<file path="src/rtl/sha256_job_scheduler.sv">
// Round-robin job scheduler sharing one SHA-256 core among NUM_REQ requesters.
// Optional job counter output enabled by defining SHA_SCHED_STATS_EN.
`timescale 1ns/1ps
module sha256_job_scheduler #(
    parameter int NUM_REQ = 4,
    parameter int ADDR_W  = 16
) (
    input  logic                      clk,
    input  logic                      reset_n,
    input  logic [NUM_REQ-1:0]        req_valid,
    input  logic [NUM_REQ*ADDR_W-1:0] req_msg_addr,
    input  logic [NUM_REQ*ADDR_W-1:0] req_out_addr,
    output logic [NUM_REQ-1:0]        req_ready,
    output logic                      cmpl_valid,
    output logic [2:0]                cmpl_id,
    output logic                      busy,
    output logic                      core_start,
    output logic [ADDR_W-1:0]         core_message_addr,
    output logic [ADDR_W-1:0]         core_output_addr,
    input  logic                      core_done
`ifdef SHA_SCHED_STATS_EN
    ,
    output logic [15:0]               job_count
`endif
);

    typedef enum logic [2:0] {
        IDLE    = 3'd0,
        ISSUE   = 3'd1,
        WAIT_LO = 3'd2,
        WAIT_HI = 3'd3,
        CMPL    = 3'd4
    } state_t;

    state_t               state_q, state_d;
    logic [2:0]           rr_ptr_q, rr_ptr_d;
    logic [2:0]           winner_q, winner_d;
    logic [ADDR_W-1:0]    msg_q, msg_d;
    logic [ADDR_W-1:0]    out_q, out_d;
    logic                 core_start_q, core_start_d;
    logic                 busy_q, busy_d;
    logic                 cmpl_valid_q, cmpl_valid_d;
    logic [2:0]           cmpl_id_q, cmpl_id_d;
    logic [NUM_REQ-1:0]   req_ready_q, req_ready_d;

    logic                 pick_found_s;
    logic [2:0]           pick_id_s;
    logic [ADDR_W-1:0]    pick_msg_s;
    logic [ADDR_W-1:0]    pick_out_s;

    // Returns {found, index}; the lowest offset from ptr wins, so scan downward.
    function automatic logic [3:0] rr_pick(input logic [NUM_REQ-1:0] v, input logic [2:0] ptr);
        logic [7:0] v8;
        logic [3:0] idx;
        logic [3:0] res;
        v8  = 8'(v);
        res = 4'b0000;
        for (int i = NUM_REQ - 1; i >= 0; i--) begin
            idx = {1'b0, ptr} + 4'(i);
            if (idx >= 4'(NUM_REQ)) begin
                idx = idx - 4'(NUM_REQ);
            end else begin
                idx = idx;
            end
            if (v8[idx[2:0]]) begin
                res = {1'b1, idx[2:0]};
            end else begin
                res = res;
            end
        end
        return res;
    endfunction

    // Arbitration winner and its address slices.
    always_comb begin
        {pick_found_s, pick_id_s} = rr_pick(req_valid, rr_ptr_q);
        pick_msg_s = {ADDR_W{1'b0}};
        pick_out_s = {ADDR_W{1'b0}};
        for (int r = 0; r < NUM_REQ; r++) begin
            if (pick_id_s == 3'(r)) begin
                pick_msg_s = req_msg_addr[r*ADDR_W +: ADDR_W];
                pick_out_s = req_out_addr[r*ADDR_W +: ADDR_W];
            end else begin
                pick_msg_s = pick_msg_s;
                pick_out_s = pick_out_s;
            end
        end
    end

    // Next state plus next values of the registered outputs.
    always_comb begin
        state_d  = state_q;
        rr_ptr_d = rr_ptr_q;
        winner_d = winner_q;
        msg_d    = msg_q;
        out_d    = out_q;
        case (state_q)
            IDLE: begin
                if (pick_found_s && core_done) begin
                    state_d  = ISSUE;
                    winner_d = pick_id_s;
                    rr_ptr_d = (pick_id_s == 3'(NUM_REQ - 1)) ? 3'd0 : pick_id_s + 3'd1;
                    msg_d    = pick_msg_s;
                    out_d    = pick_out_s;
                end else begin
                    state_d = IDLE;
                end
            end
            ISSUE:   state_d = WAIT_LO;
            WAIT_LO: begin
                if (!core_done) begin
                    state_d = WAIT_HI;
                end else begin
                    state_d = WAIT_LO;
                end
            end
            WAIT_HI: begin
                if (core_done) begin
                    state_d = CMPL;
                end else begin
                    state_d = WAIT_HI;
                end
            end
            CMPL:    state_d = IDLE;
            default: state_d = IDLE;
        endcase

        core_start_d = (state_d == ISSUE);
        busy_d       = (state_d != IDLE);
        cmpl_valid_d = (state_d == CMPL);
        cmpl_id_d    = (state_d == CMPL) ? winner_d : cmpl_id_q;
        req_ready_d  = {NUM_REQ{1'b0}};
        for (int r = 0; r < NUM_REQ; r++) begin
            req_ready_d[r] = (state_d == ISSUE) && (winner_d == 3'(r));
        end
    end

    // State, pointer, latched job and output registers.
    always_ff @(posedge clk or negedge reset_n) begin
        if (!reset_n) begin
            state_q      <= IDLE;
            rr_ptr_q     <= 3'd0;
            winner_q     <= 3'd0;
            msg_q        <= {ADDR_W{1'b0}};
            out_q        <= {ADDR_W{1'b0}};
            core_start_q <= 1'b0;
            busy_q       <= 1'b0;
            cmpl_valid_q <= 1'b0;
            cmpl_id_q    <= 3'd0;
            req_ready_q  <= {NUM_REQ{1'b0}};
        end else begin
            state_q      <= state_d;
            rr_ptr_q     <= rr_ptr_d;
            winner_q     <= winner_d;
            msg_q        <= msg_d;
            out_q        <= out_d;
            core_start_q <= core_start_d;
            busy_q       <= busy_d;
            cmpl_valid_q <= cmpl_valid_d;
            cmpl_id_q    <= cmpl_id_d;
            req_ready_q  <= req_ready_d;
        end
    end

    assign core_start        = core_start_q;
    assign busy              = busy_q;
    assign cmpl_valid        = cmpl_valid_q;
    assign cmpl_id           = cmpl_id_q;
    assign req_ready         = req_ready_q;
    assign core_message_addr = msg_q;
    assign core_output_addr  = out_q;

`ifdef SHA_SCHED_STATS_EN
    logic [15:0] job_count_q;

    // Completed-job counter, wraps naturally at 16 bits.
    always_ff @(posedge clk or negedge reset_n) begin
        if (!reset_n) begin
            job_count_q <= 16'd0;
        end else if (cmpl_valid_q) begin
            job_count_q <= job_count_q + 16'd1;
        end else begin
            job_count_q <= job_count_q;
        end
    end

    assign job_count = job_count_q;
`endif

endmodule

</file>
<file path="config.mk">
export PLATFORM = sky130hd
export DESIGN_NAME = sha256_job_scheduler
export DESIGN_NICKNAME = d
export VERILOG_FILES = /design/src/rtl/sha256_job_scheduler.sv
export SDC_FILE = /design/constraint.sdc
export NUM_CORES = 1
export LEC_CHECK = 0
export ABC_AREA = 1
export BUFFER_PORTS_ARGS = -buffer_cell sky130_fd_sc_hd__buf_2
export CAP_MARGIN = 25
export CORE_MARGIN = 2
export CORE_UTILIZATION = 41
export DETAILED_ROUTE_END_ITERATION = 10
export GPL_TIMING_DRIVEN = 0
export PLACE_DENSITY = 0.78
export SYNTH_ARGS = -nofsm -noshare
export SYNTH_HDL_FRONTEND = slang
export SYNTH_SLANG_ARGS = --single-unit
</file>
<file path="constraint.sdc">
create_clock -name clk -period 2.8 [get_ports clk]
set_clock_uncertainty 0.2 [all_clocks]
set_input_delay 0.28 -clock clk [delete_from_list [all_inputs] [get_ports clk]]
set_output_delay 0.28 -clock clk [all_outputs]
set_load 0.01 [all_outputs]
</file>
After elaboration in Yosys (flattened, before gate mapping). Cells that the tools add are included.

Magnitude comparators: 8. $add $sub $neg: 8. Eq/ne operators: 11. Reduce and logical (&&, ||, !) cells: 10. Multiplexer cells: 31.

Operators by type and width (number): $mux W16 (8); $mux W3 (8); $eq A3 B2 Y1 const B (6); $lt A3 B4 Y1 const B (4); $mux W4 (4); $bmux W1 S3 (4); $eq A3 B1 Y1 const B (4); $ge A4 B3 Y1 const B (3); $pmux W3 S4 (1); $sub A3 B3 Y3 const B (4); $logic_not A3 Y1 (3); $add A3 B2 Y4 const B (2); $mux W1 (6); $logic_and A1 B1 Y1 (5); $add A3 B1 Y4 const B (1); $add A3 B1 Y3 const B (1); $eq A3 B3 Y1 const B (1); $ge A3 B3 Y1 const B (1); $reduce_bool A3 Y1 (1); $reduce_and A2 Y1 (1).

Bits of input ports: 135. Bits in registers: 51. Logic and storage cells: 78.

Longest topological paths before layout. Gate-level depths: netlist of run 1.

Depth after elaboration: 14. Depth in mapped cells: 20. Mapped depth without buffers: 18.

Least setup slack after synthesis of run 1. Ideal clock, no wire load.

Kind: flip-flop to flip-flop. From: register rr_ptr_q[0]. To: register msg_q[10] (netlist: core_message_addr[10]). Data required time: 2.519 ns. Arrival time: 2.614 ns. Buffers on the path: 3. Path slack: -0.096 ns. Stages on the path, launching flop included: 21. Cells stage by stage: dfrtp_1 -> buf_6 -> inv_4 -> ha_1 -> inv_1 -> nand3_1 -> nand3_2 -> nand2_1 -> inv_1 -> nand2_1 -> nand2_1 -> nand2_1 -> inv_1 -> ha_1 -> clkbuf_1 -> nor2_1 -> buf_2 -> a22oi_1 -> o21ai_0 -> nand2_1 -> a31oi_2.

Longest elaborated chain between the ends: 14. Elaborated cells on any way between the ends: 37. Classes of those cells: add/sub: 7; order compare: 4; eq/ne: 3; mux: 20; reduce/logical: 3.

RTL lines: from (decl) (line 36) `logic [2:0] rr_ptr_q, rr_ptr_d;`; from (signal assigned) (line 153) `rr_ptr_q <= rr_ptr_d;`; $add A3 B2 Y4 (line 59) `idx = {1'b0, ptr} + 4'(i);`; $ge A4 B3 Y1 or $sub A3 B3 Y3 (tied branches) (line 60, 61); $mux W3 (line 60) `if (idx >= 4'(NUM_REQ)) begin`; $bmux W1 S3 (line 65) `if (v8[idx[2:0]]) begin`; $mux W1 (not written as such) (line 65); $mux W4 (3 in series) (line 65); $mux W4 (*) (line 65); $logic_not A3 Y1 (line 80) `if (pick_id_s == 3'(r)) begin`; $mux W16 (4 in series) (line 80); to (signal assigned) (line 144) `msg_q <= {ADDR_W{1'b0}};`; to (signal assigned) (line 155) `msg_q <= msg_d;`; to (decl) (line 38) `logic [ADDR_W-1:0] msg_q, msg_d;`.

Mark *: on every way between the ends. The rest lies on a longest branch, timed or not. The select of a mux whose other input is x is not followed. A chain may end at the register's enable or synchronous reset.

Worst setup path after layout of run 1. Ends and elaborated chain as after synthesis.

==> impl_metrics.py, run 1 <==
metrics = {
    "die": {
        "ios": 177,
        "start_util_pct": 41.53,
        "core_um2": 7607,
        "die_h_um": 91.78,
        "die_w_um": 91.78,
        "placementRows": 32,
        "die-area_um2": 8424,
    },
    "global_routing": {
        "grt_max_degree": 30,
        "antenna_found_initial": 0,
        "grt_overflow": 0,
        "grt_pass1_vias": 3580,
        "grt_pass1_wl_um": 16590,
        "busiest_layer": "met2",
        "gr-usage-met2_pct": 43.63,
        "met1_usage_pct": 30.15,
        "grt_use_met3_pct": 4.848,
        "grt.total_usage_pct": 24.31,
    },
    "placed_design": {
        "port_buffers": 176,
        "pre_cts_slack_ns": -0.6403,
        "gp_congestion": 0.8580,
        "dpl.hpwl_um": 7621,
    },
    "synth": {
        "ys_ff_latch": 51,
        "async_flop_share_pct": 100.0,
        "synth_edf_count": 0,
        "yosys_warnings": 0,
        "synthCells": 415,
        "synthDistinctLibCells": 26,
        "synth_seq_area_share_pct": 40.40,
        "syn_area_per_cell_um2": 7.613,
        "yosys_most_used_dff": "dfrtp_1",
        "synth_area_um2": 3159,
        "yosys-top-cells-count": "nand2_1 (136), dfrtp_1 (51), nor2_1 (38)",
        "synth.most_common_cell": "nand2_1",
        "synth_top_area_cell": "dfrtp_1",
        "synthTopCellsByArea": "dfrtp_1 (40%), nand2_1 (16%), a22oi_1 (7.6%)",
        "synth_fp_nets": 556,
        "synth_top_cell_area_share_pct": 40.40,
    },
    "hold_path": {
        "hp-class": "in -> reg",
        "hp-start": "req_msg_addr[56]",
    },
    "setup_path": {
        "cp-start-kind": "flip-flop",
        "critPathSlowestCell": "dfrtp_1",
        "critPathKind": "reg -> reg",
        "crit_required_ns": 2.83,
        "cp_common_cell": "nand2_1",
        "crit_fanout": 8,
        "critPathCaptureType": "flip-flop",
        "arrival_ns": 2.79,
        "slowest_delay_ns": 0.40,
        "crit_start": "rr_ptr_q[0]",
        "crit_chain": "buf_6 > buf_4 > nand2_1 > nand3_2 > nand2_2 > nor2_2 > nand2_1 > nand2_1 > nand2_2 > nand2_4 > inv_4 > ha_4 > inv_2 > nor2_4 > buf_12 > buf_6 > a22oi_1 > o21ai_1 > nand2_1 > a31oi_2",
        "r2r_start": "rr_ptr_q[0]",
    },
    "clock_tree": {
        "cts-root-buf": "clkbuf_8",
        "clockBufferDepth": 2,
        "cts_buffers": 5,
        "path_clk_slew_ns": 0.09,
        "cts_tree": "built",
        "clock_latency_ns": 0.31,
        "cts.htree.levels": 2,
        "cts.sinks": 51,
    },
    "outcome": {
        "status": "complete, no violations",
    },
    "pwr": {
        "total_leakage_power_nw": 2.303,
        "ir_drop_mv": 0.7652,
        "power_density_nw_per_um2": 1684,
    },
    "finish": {
        "area_growth_pct": 48.04,
        "final_layout_size_suffix_gt1_share_pct": 47.80,
        "multi_input_area_um2": 1814,
        "final.fill_count": 718,
        "diodes": 0,
        "regArea_um2": 1276,
        "fin_util_pct": 61.48,
        "fin_nets": 753,
    },
    "routing": {
        "drcViolationCount": 0,
        "drt-initial-drc-count": 106,
        "ant_nets": 0,
        "wire_per_inst_um": 14.89,
        "vias": 3707,
        "drt-vias-per-instance": 5.185,
        "firstDrtPassIters": 4,
        "drt_wl_total_um": 10650,
    },
    "sta": {
        "slew-limit-headroom_pct": 62.94,
        "setup_viol": 0,
        "fmax_mhz": 362.7,
        "rsz0062_at_grt": "true",
        "fin_crit_ns": 2.757,
        "drv_slew": 0,
        "worst_slew_pin_slew_ns": 0.5559,
        "setup_slack_ns": 0.04295,
        "hold_viol_final": 0,
        "finalCritPeriodShare_pct": 98.47,
    },
    "flow_run": {
        "maxCapViolations": 0,
    },
}
## cell usage in the layout, fill, tap and decap left out, drive strengths merged
master	synthesis	layout
a21oi	1	1
a22oi	32	32
a31oi	33	33
buf	13	208
clkbuf	17	18
clkinv	0	1
dfrtp	51	51
dlygate4sd3	0	1
ha	6	6
inv	20	20
nand2	140	140
nand3	14	14
nand4	1	1
nor2	50	50
o21ai	34	34
o21bai	1	1
o22ai	2	2
## cell families after synthesis
logic type / count (synthesis) / synth area share, %
simple gates: 205 / 26.73
compound gates: 103 / 22.30
flops: 51 / 40.40
buf+inv: 50 / 8.198
fa+ha+maj: 6 / 2.376
## worst max-delay path, delay by kind of cell (launching register included)
kind / cells / cell delay [ns]
and+or+nand+nor: 10 / 0.90
buffers and inverters: 6 / 0.67
DFF: 1 / 0.40
AOI/OAI and AO/OA: 3 / 0.36
adders and majority gates: 1 / 0.12
## registers in the layout (all words and copies together) (netlist names)
signal             cells
core_output_addr      16
core_start             1
req_ready              4
winner_q               3
cmpl_id                3
rr_ptr_q               3
busy                   1
state_q                3
cmpl_valid             1
core_message_addr     16
## per-layer routing
metal	share of wire (%)	routed length, um
met5	0	0
met1	40	4291
met3	6.1	646
met4	1.3	138
met2	52	5570
## per-stage QoR
step / TNS [ns] / hold slack, ns / instances / total power, mW / cell area (um^2)
finish: 0 / 0.02880 / 715 / 7.877 / 4677
global route: -3.976 / 0.02220 / 715 / 8.608 / 4677
CTS: 0 / 0.02733 / 710 / 7.222 / 4462
detailed placement: -17.88 / 0.1001 / 694 / 6.047 / 4202
global placement: -14.00 / 0.2604 / 693 / 5.885 / 4182
floorplan: 0 / -0.2156 / 415 / 4.666 / 3173
## timing repair
item                                    CTS  global route
hold buffers                              1             0
pin swaps                                 5            35
endpoints found under the setup margin   34            34
hold endpoints to repair                 22             0
buffers inserted                          6             6
cloned                                    3             0
gates resized for setup                  47            61
## layout make-up
| cell class | instances | share of cell area (%) |
|---|---|---|
| timing repair buffer | 193 | 22.55 |
| clock buffer | 7 | 1.632 |
| tap | 102 | 2.729 |
| inverter | 20 | 1.926 |
| clock inverter | 1 | 0.1070 |
| buffer | 27 | 4.976 |
| multi-input combinational | 314 | 38.79 |
| sequential | 51 | 27.29 |
## final timing paths
path / end / slack (ns) / depth (start not counted)
min reg2reg: cmpl_id[0] / 0.29 / 2
max: core_message_addr[10] / 0.04 / 20
max in group asynchronous: core_output_addr[6] / 1.56 / 3
min: core_message_addr[8] / 0.03 / 3
min in group asynchronous: rr_ptr_q[1] / 0.29 / 2
max reg2reg: core_message_addr[10] / 0.04 / 20
## power by group
part | switching, mW | internal, mW
clock | 0.239 | 0.176
sequential | 0.189 | 1.07
combinational | 3.61 | 2.59
total | 4.04 | 3.84
Note: power is estimated with default switching activity, not from simulation.
==> run 2: changes to the inputs <==
--- a/config.mk
+++ b/config.mk
@@ -12,7 +12,7 @@
 export CORE_UTILIZATION = 41
 export DETAILED_ROUTE_END_ITERATION = 10
 export GPL_TIMING_DRIVEN = 0
-export PLACE_DENSITY = 0.78
+export PLACE_DENSITY = 0.87
 export SYNTH_ARGS = -nofsm -noshare
 export SYNTH_HDL_FRONTEND = slang
 export SYNTH_SLANG_ARGS = --single-unit
==> run 2 against run 1 <==
The run now ends with setup timing left. Sequential share of layout area down 0.22 points. Global-route usage up 0.75 points. Setup slack got worse by 0.077 ns. Combinational power is 3% higher. Count of clock-buffer cells in the layout fell by 1. Critical path type unchanged. Largest cell class unchanged. Highest routed layer unchanged.
==> impl_metrics.py, run 2 (synthesis gave the netlist of run 1 again) <==
metrics = {
    "clock_tree": {
        "cts.sinks": 51,
        "cts.htree.levels": 2,
        "cts-root-buf": "clkbuf_8",
        "clockBufferDepth": 2,
        "cts_tree": "built",
        "path_clk_slew_ns": 0.10,
        "clock_latency_ns": 0.31,
        "cts_buffers": 5,
    },
    "hold_path": {
        "min_delay_path_depth": 3,
        "hp-start": "req_out_addr[50]",
        "hp-class": "in -> reg",
    },
    "global_routing": {
        "grt_pass1_vias": 3575,
        "grt_pass1_wl_um": 17020,
        "grt_overflow": 0,
        "antenna_found_initial": 0,
        "grt_max_degree": 31,
        "grt.total_usage_pct": 25.07,
    },
    "sta": {
        "finalCritPeriodShare_pct": 101.2,
        "slew-limit-headroom_pct": 64.49,
        "fmax_mhz": 352.8,
        "drv_slew": 0,
        "setup_slack_ns": -0.03446,
        "setup_viol": 11,
        "fin_tns_setup_ns": -0.1225,
        "rsz0062_at_grt": "true",
        "hold_viol_final": 0,
        "fin_crit_ns": 2.834,
        "worst_slew_pin_slew_ns": 0.5327,
    },
    "setup_path": {
        "rr_worst_depth": 20,
        "critPathCaptureType": "flip-flop",
        "cp-start-kind": "flip-flop",
        "arrival_ns": 2.87,
        "crit_start": "rr_ptr_q[0]",
        "critPathKind": "reg -> reg",
        "crit_required_ns": 2.84,
        "r2r_start": "rr_ptr_q[0]",
        "crit_fanout": 5,
    },
    "routing": {
        "drcViolationCount": 0,
        "wire_per_inst_um": 15.22,
        "dr_wl_met3_um": 731,
        "drt-vias-per-instance": 5.252,
        "ant_nets": 0,
        "highest_layer": "met4",
        "drt-initial-drc-count": 137,
        "routed-wl-met2_um": 5800,
        "firstDrtPassIters": 7,
        "drt_wl_total_um": 10940,
        "vias": 3776,
        "wl_met1_um": 4233,
    },
    "finish": {
        "final_layout_size_suffix_gt1_share_pct": 48.78,
        "fin_nets": 757,
        "final_cell_mix": "buf_2 (179), nand2_1 (128), dfrtp_1 (51)",
        "fin_util_pct": 61.99,
        "area_growth_pct": 49.27,
        "layout_commonest_cell": "buf_2",
        "diodes": 0,
    },
    "placed_design": {
        "dpl.hpwl_um": 7993,
        "pre_cts_slack_ns": -0.5845,
        "port_buffers": 176,
        "gp_congestion": 0.9465,
    },
    "pwr": {
        "total_leakage_power_nw": 2.324,
        "ir_drop_mv": 0.7446,
        "total_power_mw": 8.107,
        "power_density_nw_per_um2": 1719,
    },
    "die": {
        "placementRows": 32,
        "die_w_um": 91.78,
        "core_um2": 7607,
        "start_util_pct": 41.53,
        "die-area_um2": 8424,
        "die_h_um": 91.78,
        "ios": 177,
    },
    "outcome": {
        "status": "complete, but fails checks",
        "violations": "setup timing",
    },
    "flow_run": {
        "maxCapViolations": 0,
    },
}
==> run 2: layout make-up <==
cell class / instances / area, um^2
multi-input cells: 314 / 1803
flip-flops and latches: 51 / 1276
fillers: 704 / 2892
clock inverters: 2 / 16.27
plain buffers: 26 / 224.0
inverters: 20 / 90.09
repair buffers: 198 / 1096
well taps: 102 / 127.6
clock buffers: 6 / 82.58
==> run 2: path summary, 6_finish.rpt <==
path / endpoint / slack, ns
min in group asynchronous: rr_ptr_q[1] / 0.28
worst min register to register: cmpl_id[2] / 0.28
worst min-delay path: core_output_addr[2] / 0.02
worst max register to register: core_message_addr[11] / -0.03
max in group asynchronous: core_message_addr[2] / 1.58
worst max-delay path: core_message_addr[11] / -0.03
==> run 2: per-stage QoR <==
step / instance area, um^2 / cells / hold WS (ns)
2_1_floorplan: 3173 / 415 / -0.2156
3_3_place_gp: 4182 / 693 / 0.2632
3_5_place_dp: 4202 / 694 / 0.08883
4_1_cts: 4493 / 711 / 0.01631
5_1_grt: 4716 / 719 / 0.01568
6_report: 4716 / 719 / 0.01924
==> run 2: repair_timing <==
item | 4_1_cts | 5_1_grt
setup buffers | 7 | 10
resized for setup | 52 | 57
hold buffers | 1 | 0
pin swaps | 11 | 45
endpoints found under the setup margin | 34 | 34
cloned | 3 | 0
endpoints found under the hold margin | 21 | 0
==> run 2: metal layers <==
metal  GRT usage [%]  vias to the layer above
li1                -                     1794
met1           31.36                     1783
met2           44.73                      182
met3           4.601                       17
met4           6.095                        0
met5               0                        -
==> run 2: where the power goes <==
| part | internal, mW | total [mW] | switching, mW |
|---|---|---|---|
| registers | 1.07 | 1.27 | 0.196 |
| logic | 2.71 | 6.38 | 3.67 |
| clock network | 0.202 | 0.460 | 0.257 |
==> run 2: critical path: stages, from the launching register on <==
cell and delay, ns:
dfrtp_1 0.40, buf_6 0.14, inv_8 0.04, ha_4 0.29
inv_4 0.05, nand3_4 0.07, nand3_2 0.10, nand2_2 0.09
nand2_1 0.07, nand2_2 0.08, nand2_4 0.09, inv_4 0.09
ha_2 0.17, inv_2 0.04, nor2_4 0.14, buf_12 0.14
buf_6 0.12, a22oi_1 0.06, o21ai_1 0.17, nand2_1 0.08
a31oi_2 0.14
